$ cat src/rtl/beat_detector.sv
// Hysteresis beat detector over a stream of SNR samples in dB.
// Emits one pulse per beat, holds off retriggering through a refractory window, and counts beats.
module beat_detector #(
  parameter int SNR_WIDTH   = 16,
  parameter int THRESH_ON   = 25,
  parameter int THRESH_OFF  = 20,
  parameter int REFRACTORY  = 4,
  parameter int COUNT_WIDTH = 16
) (
  input  logic                   clk,
  input  logic                   reset,
  input  logic                   snr_valid,
  input  logic [SNR_WIDTH-1:0]   snr_db,
  input  logic                   count_clear,
  output logic                   beat_pulse,
  output logic                   beat_active,
  output logic [COUNT_WIDTH-1:0] beat_count
);

  localparam int REFR_W = (REFRACTORY > 1) ? $clog2(REFRACTORY + 1) : 1;
  localparam logic [SNR_WIDTH-1:0]   ON_LEVEL  = SNR_WIDTH'(THRESH_ON);
  localparam logic [SNR_WIDTH-1:0]   OFF_LEVEL = SNR_WIDTH'(THRESH_OFF);
  localparam logic [REFR_W-1:0]      REFR_LOAD = REFR_W'(REFRACTORY);
  localparam logic [COUNT_WIDTH-1:0] COUNT_MAX = '1;

  if (THRESH_OFF > THRESH_ON) begin : g_thresh_check
    $error("beat_detector: THRESH_OFF must not exceed THRESH_ON");
  end

  typedef enum logic [1:0] {
    IDLE    = 2'd0,
    ACTIVE  = 2'd1,
    REFRACT = 2'd2
  } state_t;

  state_t              state;
  logic [REFR_W-1:0]   refr_cnt;
  logic                beat_fire;

  // A beat is only recognised from IDLE; ACTIVE and REFRACT never retrigger.
  assign beat_fire = snr_valid && (state == IDLE) && (snr_db >= ON_LEVEL);

  // Detection FSM; pulse and active flag are registered alongside the state.
  always_ff @(posedge clk or posedge reset) begin
    if (reset) begin
      state       <= IDLE;
      refr_cnt    <= '0;
      beat_pulse  <= 1'b0;
      beat_active <= 1'b0;
    end else begin
      beat_pulse <= 1'b0;
      if (snr_valid) begin
        case (state)
          IDLE: begin
            if (beat_fire) begin
              state       <= ACTIVE;
              beat_pulse  <= 1'b1;
              beat_active <= 1'b1;
            end
          end
          ACTIVE: begin
            if (snr_db < OFF_LEVEL) begin
              beat_active <= 1'b0;
              if (REFRACTORY == 0) begin
                state <= IDLE;
              end else begin
                state    <= REFRACT;
                refr_cnt <= REFR_LOAD;
              end
            end
          end
          REFRACT: begin
            // The sample that ends the window is consumed here, not evaluated as a trigger.
            refr_cnt <= refr_cnt - REFR_W'(1);
            if (refr_cnt <= REFR_W'(1)) begin
              state    <= IDLE;
              refr_cnt <= '0;
            end
          end
          default: begin
            state       <= IDLE;
            refr_cnt    <= '0;
            beat_active <= 1'b0;
          end
        endcase
      end
    end
  end

  // Saturating beat counter; a clear that lands on a beat leaves that beat counted.
  always_ff @(posedge clk or posedge reset) begin
    if (reset) begin
      beat_count <= '0;
    end else if (count_clear) begin
      beat_count <= beat_fire ? COUNT_WIDTH'(1) : '0;
    end else if (beat_fire && (beat_count != COUNT_MAX)) begin
      beat_count <= beat_count + COUNT_WIDTH'(1);
    end
  end

endmodule

$ cat config.mk
export PLATFORM = sky130hd
export DESIGN_NAME = beat_detector
export DESIGN_NICKNAME = d
export VERILOG_FILES = /design/src/rtl/beat_detector.sv
export SDC_FILE = /design/constraint.sdc
export NUM_CORES = 1
export LEC_CHECK = 0
export BUFFER_PORTS_ARGS = -buffer_cell sky130_fd_sc_hd__buf_2
export CAP_MARGIN = 15
export CELL_PAD_IN_SITES_DETAIL_PLACEMENT = 1
export CELL_PAD_IN_SITES_GLOBAL_PLACEMENT = 2
export CORE_UTILIZATION = 35
export CTS_CLUSTER_SIZE = 10
export DETAILED_ROUTE_END_ITERATION = 10
export GPL_TIMING_DRIVEN = 0
export PLACE_DENSITY = 0.88
export SYNTH_ARGS = -nofsm -noshare
export SYNTH_HDL_FRONTEND = slang
export SYNTH_SLANG_ARGS = --single-unit
export TNS_END_PERCENT = 5
$ cat constraint.sdc
create_clock -name clk -period 4.3 [get_ports clk]
set_input_delay 0.86 -clock clk [delete_from_list [all_inputs] [get_ports clk]]
set_output_delay 0.86 -clock clk [all_outputs]
set_load 0.02 [all_outputs]
==> summary.txt, run 1 <==
Nets = 222
Final worst-path setup slack = 1.76 ns
Finished Layout Cells = 245
Leak pwr = 0.800 nW
Die area = 0.00465 mm^2
Root Buffer = clkbuf_8
R2R Path Start = beat_count[0]
Routability congestion estimate from global placement = 0.764
R2r endpoint = beat_count[9]
Post-Syn Nets = 180
CTS resizes = 0
Number of detailed-route iterations in the first pass = 4
Buffers on Ports = 37
FP Rows = 23
Vias = 1456
Main flop type after synthesis = dfrtp_1
Post-CTS Setup Repair Bufs = 0
Netlist Area Pre-Place = 0.00153 mm^2
Area post-placement = 0.00178 mm^2
Pin count of the biggest net entering global routing = 24
Final worst path period share = 59.0%
R2R setup slack = 1.98 ns
Max Freq = 0.394 GHz
HPWL Detailed = 3340 um
Tmin final = 2.54 ns
Max Cap Viol = 0
Min-delay src = beat_active
Setup total negative slack = 0 ns
WL final = 4280 um
Tightest Pin Transition = 0.925 ns
Vias per Instance = 5.94
CTS tree = done
Crit path DAT = 2.69 ns
Area grow syn2layout = 19.2%
ANT cells = 0
Post-synthesis sequential area ratio = 37.6%
Die Wd = 68.2 um
Cells after DPL = 241
EDFF count, synth = 0
Skew final = 0.00908 ns
Number of distinct library cells after synthesis = 43
Run status = complete, no violations
Gr ovfl total = 0
Final Setup Violations = 0
Reg2reg path depth = 6
Syn Inst Count = 154
Req. time, crit path = 4.45 ns
Clk_lat worst skew = 0.27 ns
All-Layer GR Usage = 20.4%
Endpoint with the worst hold slack = beat_active
Ports = 38
CTS Buffer Depth = 2
Startpoint Class = input pin
Post-synth ARST share = 100%
Synthesized area per cell = 9.95 um^2
Final Util = 44.4%
Kind of critical path = in -> reg
Yosys Warn Count = 0
Slew HR = 38.2%
Layout cell share with drive strength beyond 1 = 25.6%
Post-route ant nets = 0
Starting DRT DRC Count = 77
Final hold vios = 0
Placeable Area = 0.00412 mm^2
Hold buffers post-CTS = 0
Num Clock Sinks = 23
Fin. max-slew vios = 0
Clock transition at path regs = 0.08 ns
Unrepaired setup endpoints after global routing = false
Number of global-route vias before repair = 1510
Hold path depth = 1
DRC = 0
Hold WC Path Type = reg -> reg
Seq cells post-synth = 23
Htree depth = 1
Die height = 68.2 um
Critical path capture point type = flip-flop
Pwr Density = 308 mW/mm^2
Initial antenna violation count = 0
Clock buffer count from CTS = 3
First-pass GRT wire length = 7090 um
Starting density of the core = 37.2%
Final instance area = 0.00183 mm^2
Critical path peak fanout = 5
Drt wl/cell = 17.5 um
Place WS = 1.46 ns
Peak VDD IR = 237 uV
-- how the worst max path moves through the flow --
| stage | start | to | slack [ns] | cells after the start |
|---|---|---|---|---|
| 2_1_floorplan | snr_db[13] | beat_count[10] | 1.83 | 5 |
| 3_3_place_gp | snr_db[13] | beat_count[12] | 1.56 | 6 |
| 3_5_place_dp | snr_db[8] | refr_cnt[0] | 1.46 | 6 |
| 4_1_cts | snr_db[8] | refr_cnt[0] | 1.75 | 6 |
| 5_1_grt | snr_db[8] | refr_cnt[0] | 1.54 | 6 |
| 6_report | snr_db[8] | refr_cnt[0] | 1.76 | 6 |
-- cell families (layout without fill, tap and decap cells) --
group	count (synthesis)	after routing	share of synthesized area [%]
simple gates	65	65	27.2
compound gates	39	39	20.7
flops	23	23	37.6
buf+inv	14	55	4.41
mux	7	7	5.22
fa+ha+maj	6	6	4.90
-- state kept, by name, summed over array words and instances, names as in the netlist --
| register | cells |
|---|---|
| beat_pulse | 1 |
| beat_active | 1 |
| state | 2 |
| beat_count | 16 |
| refr_cnt | 3 |
-- stage by stage --
stage	hold slack, ns	power [mW]
after floorplan	0.485	0.371
after global placement	0.474	0.422
after detailed placement	0.479	0.430
after CTS	0.510	0.571
after global routing	0.544	0.601
final	0.515	0.562
-- metal layers --
layer / up-vias / track usage [%] / part of all wire (%)
met5: - / 0 / 0
met4: 0 / 5.99 / 0.79
met3: 4 / 4.67 / 2.4
li1: 694 / - / -
met2: 17 / 35.8 / 52
met1: 741 / 24.5 / 45
-- synth_stat cells (all sizes together) (3+ instances only) --
cell | count | area (um^2)
dfrtp | 23 | 576
or4 | 11 | 90.1
a21oi | 10 | 50.1
inv | 8 | 30.0
nor4 | 8 | 56.3
o31ai | 8 | 60.1
ha | 6 | 75.1
nand2 | 6 | 22.5
nand4 | 6 | 37.5
mux2 | 5 | 60.1
nor2b | 5 | 31.3
or3 | 5 | 31.3
clkbuf | 4 | 15.0
nand3 | 4 | 20.0
nor2 | 4 | 15.0
nor3 | 4 | 20.0
o21ai | 4 | 20.0
o41ai | 4 | 72.6
nand2b | 3 | 18.8
-- worst max-delay path, stage by stage --
cell      delay (ns)
buf_2           0.11
nor4_1          0.50
a41oi_1         0.33
or3_1           0.38
clkbuf_1        0.17
mux2_1          0.33
-- cell type report --
| cell class | instances | area (um^2) |
|---|---|---|
| fill | 497 | 2290 |
| multi-input combinational | 117 | 890 |
| sequential | 23 | 576 |
| timing repair buffer | 37 | 185 |
| tap | 50 | 62.6 |
| clock buffer | 3 | 41.3 |
| buffer | 6 | 37.5 |
| inverter | 8 | 30.0 |
| clock inverter | 1 | 5.00 |
-- placed cells by master, fill, tap and decap left out, types with 5 or more instances in the layout --
master / count
buf_2: 37
dfrtp_1: 23
a21oi_1: 10
or4_1: 9
o31ai_1: 8
inv_1: 8
nor4_1: 7
nand4_1: 6
nand2_1: 6
ha_1: 6
nor2b_1: 5
or3_1: 5
-- where the power goes --
| group | total [mW] | switching [mW] | internal, mW |
|---|---|---|---|
| logic | 0.165 | 0.0987 | 0.0662 |
| registers | 0.260 | 0.0208 | 0.239 |
| clock network | 0.138 | 0.0727 | 0.0648 |
No activity file was read; power rests on OpenSTA's default activity.
==> run 2: changes to the inputs <==
- CORE_UTILIZATION: 35 -> 32
- PLACE_DENSITY: 0.88 -> 0.82
- clock period: 4.3 -> 2.5 ns (I/O delays scaled with it)
==> summary.txt, run 2 (synthesized netlist as in run 1, its figures left out) <==
CTS Buffer Depth = 2 (unchanged)
Crit. Startpoint = beat_count[0] (was snr_db[8])
Num Clock Sinks = 23 (unchanged)
All-Layer GR Usage = 18.5% (was 20.4%)
Worst path cell trace = ha_1 -> nand4_1 -> o41ai_1 -> clkbuf_1 -> nor4b_1 -> mux2_4 (was buf_2 -> nor4_1 -> a41oi_1 -> or3_1 -> clkbuf_1 -> mux2_1)
Pwr Density = 530 mW/mm^2 (was 308 mW/mm^2)
Commonest cells after routing, fill and taps aside = buf_2 (37), dfrtp_1 (23), a21oi_1 (10) (unchanged)
Skew final = 0.00709 ns (was 0.00908 ns)
Failing checks = DRC
Final hold vios = 0 (unchanged)
Hold WC Path Type = in -> async (was reg -> reg)
Placeable Area = 0.00447 mm^2 (was 0.00412 mm^2)
Post-CTS Setup Repair Bufs = 0 (unchanged)
R2r endpoint = beat_count[9] (unchanged)
Ports = 38 (unchanged)
Req. time, crit path = 2.66 ns (was 4.45 ns)
Slew HR = 39.6% (was 38.2%)
Clk_lat worst skew = 0.27 ns (about the same)
Die Wd = 71.2 um (was 68.2 um)
Flop pwr share = 45.9% (was 46.2%)
Area post-placement = 0.00178 mm^2 (about the same)
Max Cap Viol = 0 (unchanged)
Clock share of power = 24.6% (was 24.5%)
Tmin final = 2.22 ns
Delay-heaviest family, CP = flip-flops (was simple AND/OR/NAND/NOR gates)
Cells after DPL = 243 (was 241)
CTS tree = done (unchanged)
Final Util = 40.9% (was 44.4%)
Critical path capture point type = flip-flop (unchanged)
R2R Path Start = beat_count[0] (unchanged)
CP max stage delay = 0.45 ns (was 0.50 ns)
Initial antenna violation count = 0 (unchanged)
Startpoint Class = flip-flop (was input pin)
Clock buffer count from CTS = 3 (unchanged)
Buffers on Ports = 37 (unchanged)
First-pass GRT wire length = 7510 um (was 7090 um)
Gr ovfl total = 0 (unchanged)
Peak VDD IR = 276 uV (was 237 uV)
Starting density of the core = 34.3% (was 37.2%)
Gate power share = 29.5% (was 29.3%)
Hold buffers post-CTS = 0 (unchanged)
Critical-path top delay cell = dfrtp_1 (was nor4_1)
Largest Register = beat_count (unchanged)
Root Buffer = clkbuf_8 (unchanged)
DRC = 2 (was 0)
Hold Slack = 0.413 ns (was 0.515 ns)
Number of global-route vias before repair = 1486 (was 1510)
Fill cells = 539 (was 497)
Post-route ant nets = 0 (unchanged)
Finished Layout Cells = 247 (was 245)
Routability congestion estimate from global placement = 0.772 (was 0.764)
Nets = 222 (unchanged)
Max Freq = 0.450 GHz
Die height = 71.2 um (was 68.2 um)
Run status = complete, but fails checks (was complete, no violations)
Clock transition at path regs = 0.09 ns (was 0.08 ns)
Htree depth = 1 (unchanged)
ANT cells = 0 (unchanged)
Layout cell share with drive strength beyond 1 = 25.6% (unchanged)
FP Rows = 24 (was 23)
Reg2reg path depth = 6 (unchanged)
Leak pwr = 0.800 nW (unchanged)
Unrepaired setup endpoints after global routing = false (unchanged)
CTS resizes = 0 (unchanged)
Critical path peak fanout = 10 (was 5)
R2R setup slack = 0.28 ns (was 1.98 ns)
Max reg flops = 16 (unchanged)
Net Sw Frac = 34.4% (was 34.2%)
Starting DRT DRC Count = 72 (was 77)
Number of detailed-route iterations in the first pass = 7 (was 4)
Kind of critical path = reg -> reg (was in -> reg)
Pin count of the biggest net entering global routing = 24 (unchanged)
Crit path DAT = 2.38 ns (was 2.69 ns)
Final Setup Violations = 0 (unchanged)
Area grow syn2layout = 19.3% (was 19.2%)
Internal power = 636 uW (was 370 uW)
Final worst path period share = 88.8%
Leading registers by flop count = beat_count x16, refr_cnt x3, state x2 (unchanged)
Setup total negative slack = 0 ns (unchanged)
Crit path buffers/inverters = 1 (was 2)
Vias = 1448 (was 1456)
Drt wl/cell = 17.1 um (was 17.5 um)
Die area = 0.00507 mm^2 (was 0.00465 mm^2)
Tightest Pin Transition = 0.905 ns (was 0.925 ns)
Most common cell after layout, fill and taps aside = buf_2 (unchanged)
HPWL Detailed = 3300 um (was 3340 um)
WL final = 4220 um (was 4280 um)
Switch Pwr = 334 uW (was 192 uW)
Fin. max-slew vios = 0 (unchanged)
Final instance area = 0.00183 mm^2 (about the same)
Vias per Instance = 5.86 (was 5.94)
-- run 2: cell counts in the layout (fill, tap and decap cells not counted) --
Identical to the previous run, type by type.
-- run 2: per-layer routing --
layer / routed length, um / vias up / part of all wire, % / GRT usage [%]
met5: 0 / - / 0 / 0
met4: 40 / 0 / 0.95 / 2.89
met3: 129 / 4 / 3.1 / 3.52
met2: 2150 / 26 / 51 / 32.6
met1: 1900 / 711 / 45 / 24.0
li1: - / 707 / - / -
-- run 2: how the worst max path moves through the flow --
stage | cells after the start | endpoint
global route | 6 | beat_count[9]
global placement | 6 | beat_count[12]
floorplan | 5 | beat_count[10]
CTS | 6 | beat_count[9]
finish | 6 | beat_count[9]
detailed placement | 6 | beat_count[12]
-- run 2: per-stage QoR --
step | setup slack [ns] | power (mW)
CTS | 0.279 | 0.986
floorplan | 0.390 | 0.639
global route | 0.105 | 1.03
finish | 0.279 | 0.970
global placement | 0.105 | 0.728
detailed placement | 0.0504 | 0.741
-- run 2: power groups by stage --
stage | combinational, mW | clock, mW | sequential [mW]
after floorplan | 0.165 | 0 | 0.474
after global placement | 0.279 | 0 | 0.449
after detailed placement | 0.289 | 0 | 0.452
after CTS | 0.290 | 0.252 | 0.445
after global routing | 0.318 | 0.262 | 0.452
final | 0.286 | 0.239 | 0.445
-- run 2: layout make-up --
cell class                 count  area [um^2]  area share, %
timing repair buffer          37          185           10.1
sequential                    23          576           31.5
multi-input combinational    117          890           48.6
tap                           52         65.1           3.56
inverter                       8         30.0           1.64
clock inverter                 1         5.00          0.274
clock buffer                   3         41.3           2.26
buffer                         6         37.5           2.05
==> run 3: changes to the inputs <==
- PLACE_DENSITY: 0.82 -> not set
- PLACE_DENSITY_LB_ADDON: not set -> 0.1
==> summary.txt, run 3 (synthesized netlist as in run 1, its figures left out) <==
Run status = complete, but fails checks (unchanged)
Failing checks = DRC (unchanged)
Skew final = 0.00195 ns (was 0.00709 ns)
Worst path cell trace = nand4_1 -> o41ai_1 -> clkbuf_1 -> nor4b_1 -> mux2_4 (was ha_1 -> nand4_1 -> o41ai_1 -> clkbuf_1 -> nor4b_1 -> mux2_4)
ANT cells = 0 (unchanged)
Most common cell after layout, fill and taps aside = buf_2 (unchanged)
Fin. max-slew vios = 0 (unchanged)
Leak pwr = 0.797 nW (was 0.800 nW)
Net Sw Frac = 34.6% (was 34.4%)
Critical path peak fanout = 10 (unchanged)
Place WS = -0.0385 ns (was 0.0504 ns)
Tightest Pin Transition = 0.947 ns (was 0.905 ns)
Final worst path period share = 89.7% (was 88.8%)
Vias = 1457 (was 1448)
Post-route ant nets = 0 (unchanged)
Final Setup Violations = 0 (unchanged)
Num Clock Sinks = 23 (unchanged)
Peak VDD IR = 257 uV (was 276 uV)
Tmin final = 2.24 ns (was 2.22 ns)
Pin count of the biggest net entering global routing = 24 (unchanged)
Die area = 0.00507 mm^2 (unchanged)
Die height = 71.2 um (unchanged)
Vias per Instance = 5.90 (was 5.86)
Routability congestion estimate from global placement = 0.777 (was 0.772)
Clock buffer count from CTS = 3 (unchanged)
HPWL Detailed = 3330 um (was 3300 um)
Leading registers by flop count = beat_count x16, refr_cnt x3, state x2 (unchanged)
Switch Pwr = 337 uW (was 334 uW)
Root Buffer = clkbuf_8 (unchanged)
Internal power = 638 uW (was 636 uW)
CTS resizes = 0 (unchanged)
Initial antenna violation count = 0 (unchanged)
Area grow syn2layout = 19.3% (about the same)
Starting density of the core = 34.3% (unchanged)
Gr ovfl total = 0 (unchanged)
Max Freq = 0.446 GHz (was 0.450 GHz)
Startpoint Class = flip-flop (unchanged)
Hold buffers post-CTS = 0 (unchanged)
Reg2reg path depth = 5 (was 6)
Number of global-route vias before repair = 1559 (was 1486)
Kind of critical path = reg -> reg (unchanged)
Starting DRT DRC Count = 80 (was 72)
Gate power share = 29.6% (was 29.5%)
Post-CTS Setup Repair Bufs = 0 (unchanged)
Commonest cells after routing, fill and taps aside = buf_2 (37), dfrtp_1 (23), a21oi_1 (10) (unchanged)
Crit path DAT = 2.40 ns (was 2.38 ns)
Final instance area = 0.00183 mm^2 (about the same)
Clock transition at path regs = 0.09 ns (about the same)
Max reg flops = 16 (unchanged)
Hold WC Path Type = in -> async (unchanged)
Req. time, crit path = 2.66 ns (about the same)
CTS tree = done (unchanged)
Placeable Area = 0.00447 mm^2 (unchanged)
Area post-placement = 0.00178 mm^2 (unchanged)
Htree depth = 1 (unchanged)
CP max stage delay = 0.52 ns (was 0.45 ns)
Clock share of power = 24.9% (was 24.6%)
Largest Register = beat_count (unchanged)
Ports = 38 (unchanged)
Buffers on Ports = 37 (unchanged)
DRC = 2 (unchanged)
Final hold vios = 0 (unchanged)
Pwr Density = 534 mW/mm^2 (was 530 mW/mm^2)
Number of detailed-route iterations in the first pass = 7 (unchanged)
Slew HR = 36.8% (was 39.6%)
First-pass GRT wire length = 7480 um (was 7510 um)
Max Cap Viol = 0 (unchanged)
Setup total negative slack = 0 ns (unchanged)
Clk_lat worst skew = 0.27 ns (about the same)
FP Rows = 24 (unchanged)
Die Wd = 71.2 um (unchanged)
Flop pwr share = 45.5% (was 45.9%)
All-Layer GR Usage = 18.5% (about the same)
Critical path capture point type = flip-flop (unchanged)
Critical-path top delay cell = o41ai_1 (was dfrtp_1)
Pwr Total = 976 uW (was 970 uW)
CTS Buffer Depth = 2 (unchanged)
Final worst-path setup slack = 0.258 ns (was 0.279 ns)
WL final = 4310 um (was 4220 um)
Nets = 222 (unchanged)
Drt wl/cell = 17.4 um (was 17.1 um)
Layout cell share with drive strength beyond 1 = 25.1% (was 25.6%)
Unrepaired setup endpoints after global routing = false (unchanged)
-- run 3: changes by cell type in the layout (fill, tap and decap cells not counted) --
| cell | delta |
|---|---|
| clkinv_2 | -1 |
| clkbuf_1 | +1 |
-- run 3: worst paths after layout --
path	endpoint	slack [ns]	startpoint
hold reg to reg	beat_active	0.49	beat_active
setup reg to reg	beat_count[9]	0.26	beat_count[8]
max in group asynchronous	beat_count[12]	1.49	reset
min in group clk	beat_active	0.49	beat_active
setup / recovery	beat_count[9]	0.26	beat_count[8]
hold / removal	beat_active	0.43	reset
-- run 3: power by group through the flow --
stage          Sequential [mW]  Combinational, mW  Clock [mW]
3_3_place_gp             0.449              0.282           0
2_1_floorplan            0.474              0.165           0
5_1_grt                  0.449              0.319       0.261
3_5_place_dp             0.450              0.293           0
4_1_cts                  0.445              0.295       0.254
6_report                 0.444              0.289       0.243
-- run 3: metrics by stage --
step / hold slack [ns] / instances / util [%]
final: 0.432 / 247 / 40.9
after CTS: 0.478 / 247 / 40.9
after global placement: 0.472 / 243 / 39.8
after detailed placement: 0.481 / 243 / 39.8
after global routing: 0.524 / 247 / 40.9
after floorplan: 0.485 / 154 / -
-- run 3: final cells by class --
type                    instances  area (um^2)
flip-flops and latches         23          576
plain buffers                   6         37.5
inverters                       8         30.0
clock buffers                   4         45.0
fillers                       514         2650
well taps                      52         65.1
repair buffers                 37          185
multi-input cells             117          890
-- run 3: layer usage --
metal / share of wire (%) / routed length [um] / GRT usage (%) / vias to the layer above
li1: - / - / - / 699
met1: 45 / 1930 / 22.8 / 727
met2: 52 / 2250 / 34.2 / 27
met3: 2.3 / 98 / 2.11 / 4
met4: 0.60 / 26 / 4.67 / 0
met5: 0 / 0 / 0 / -
-- run 3: critical path, delay by kind of cell (launching register included) --
| kind | cells | cell delay (ns) |
|---|---|---|
| buf+inv | 1 | 0.40 |
| simple gates | 2 | 0.46 |
| compound gates | 1 | 0.52 |
| mux | 1 | 0.31 |
| flops | 1 | 0.44 |
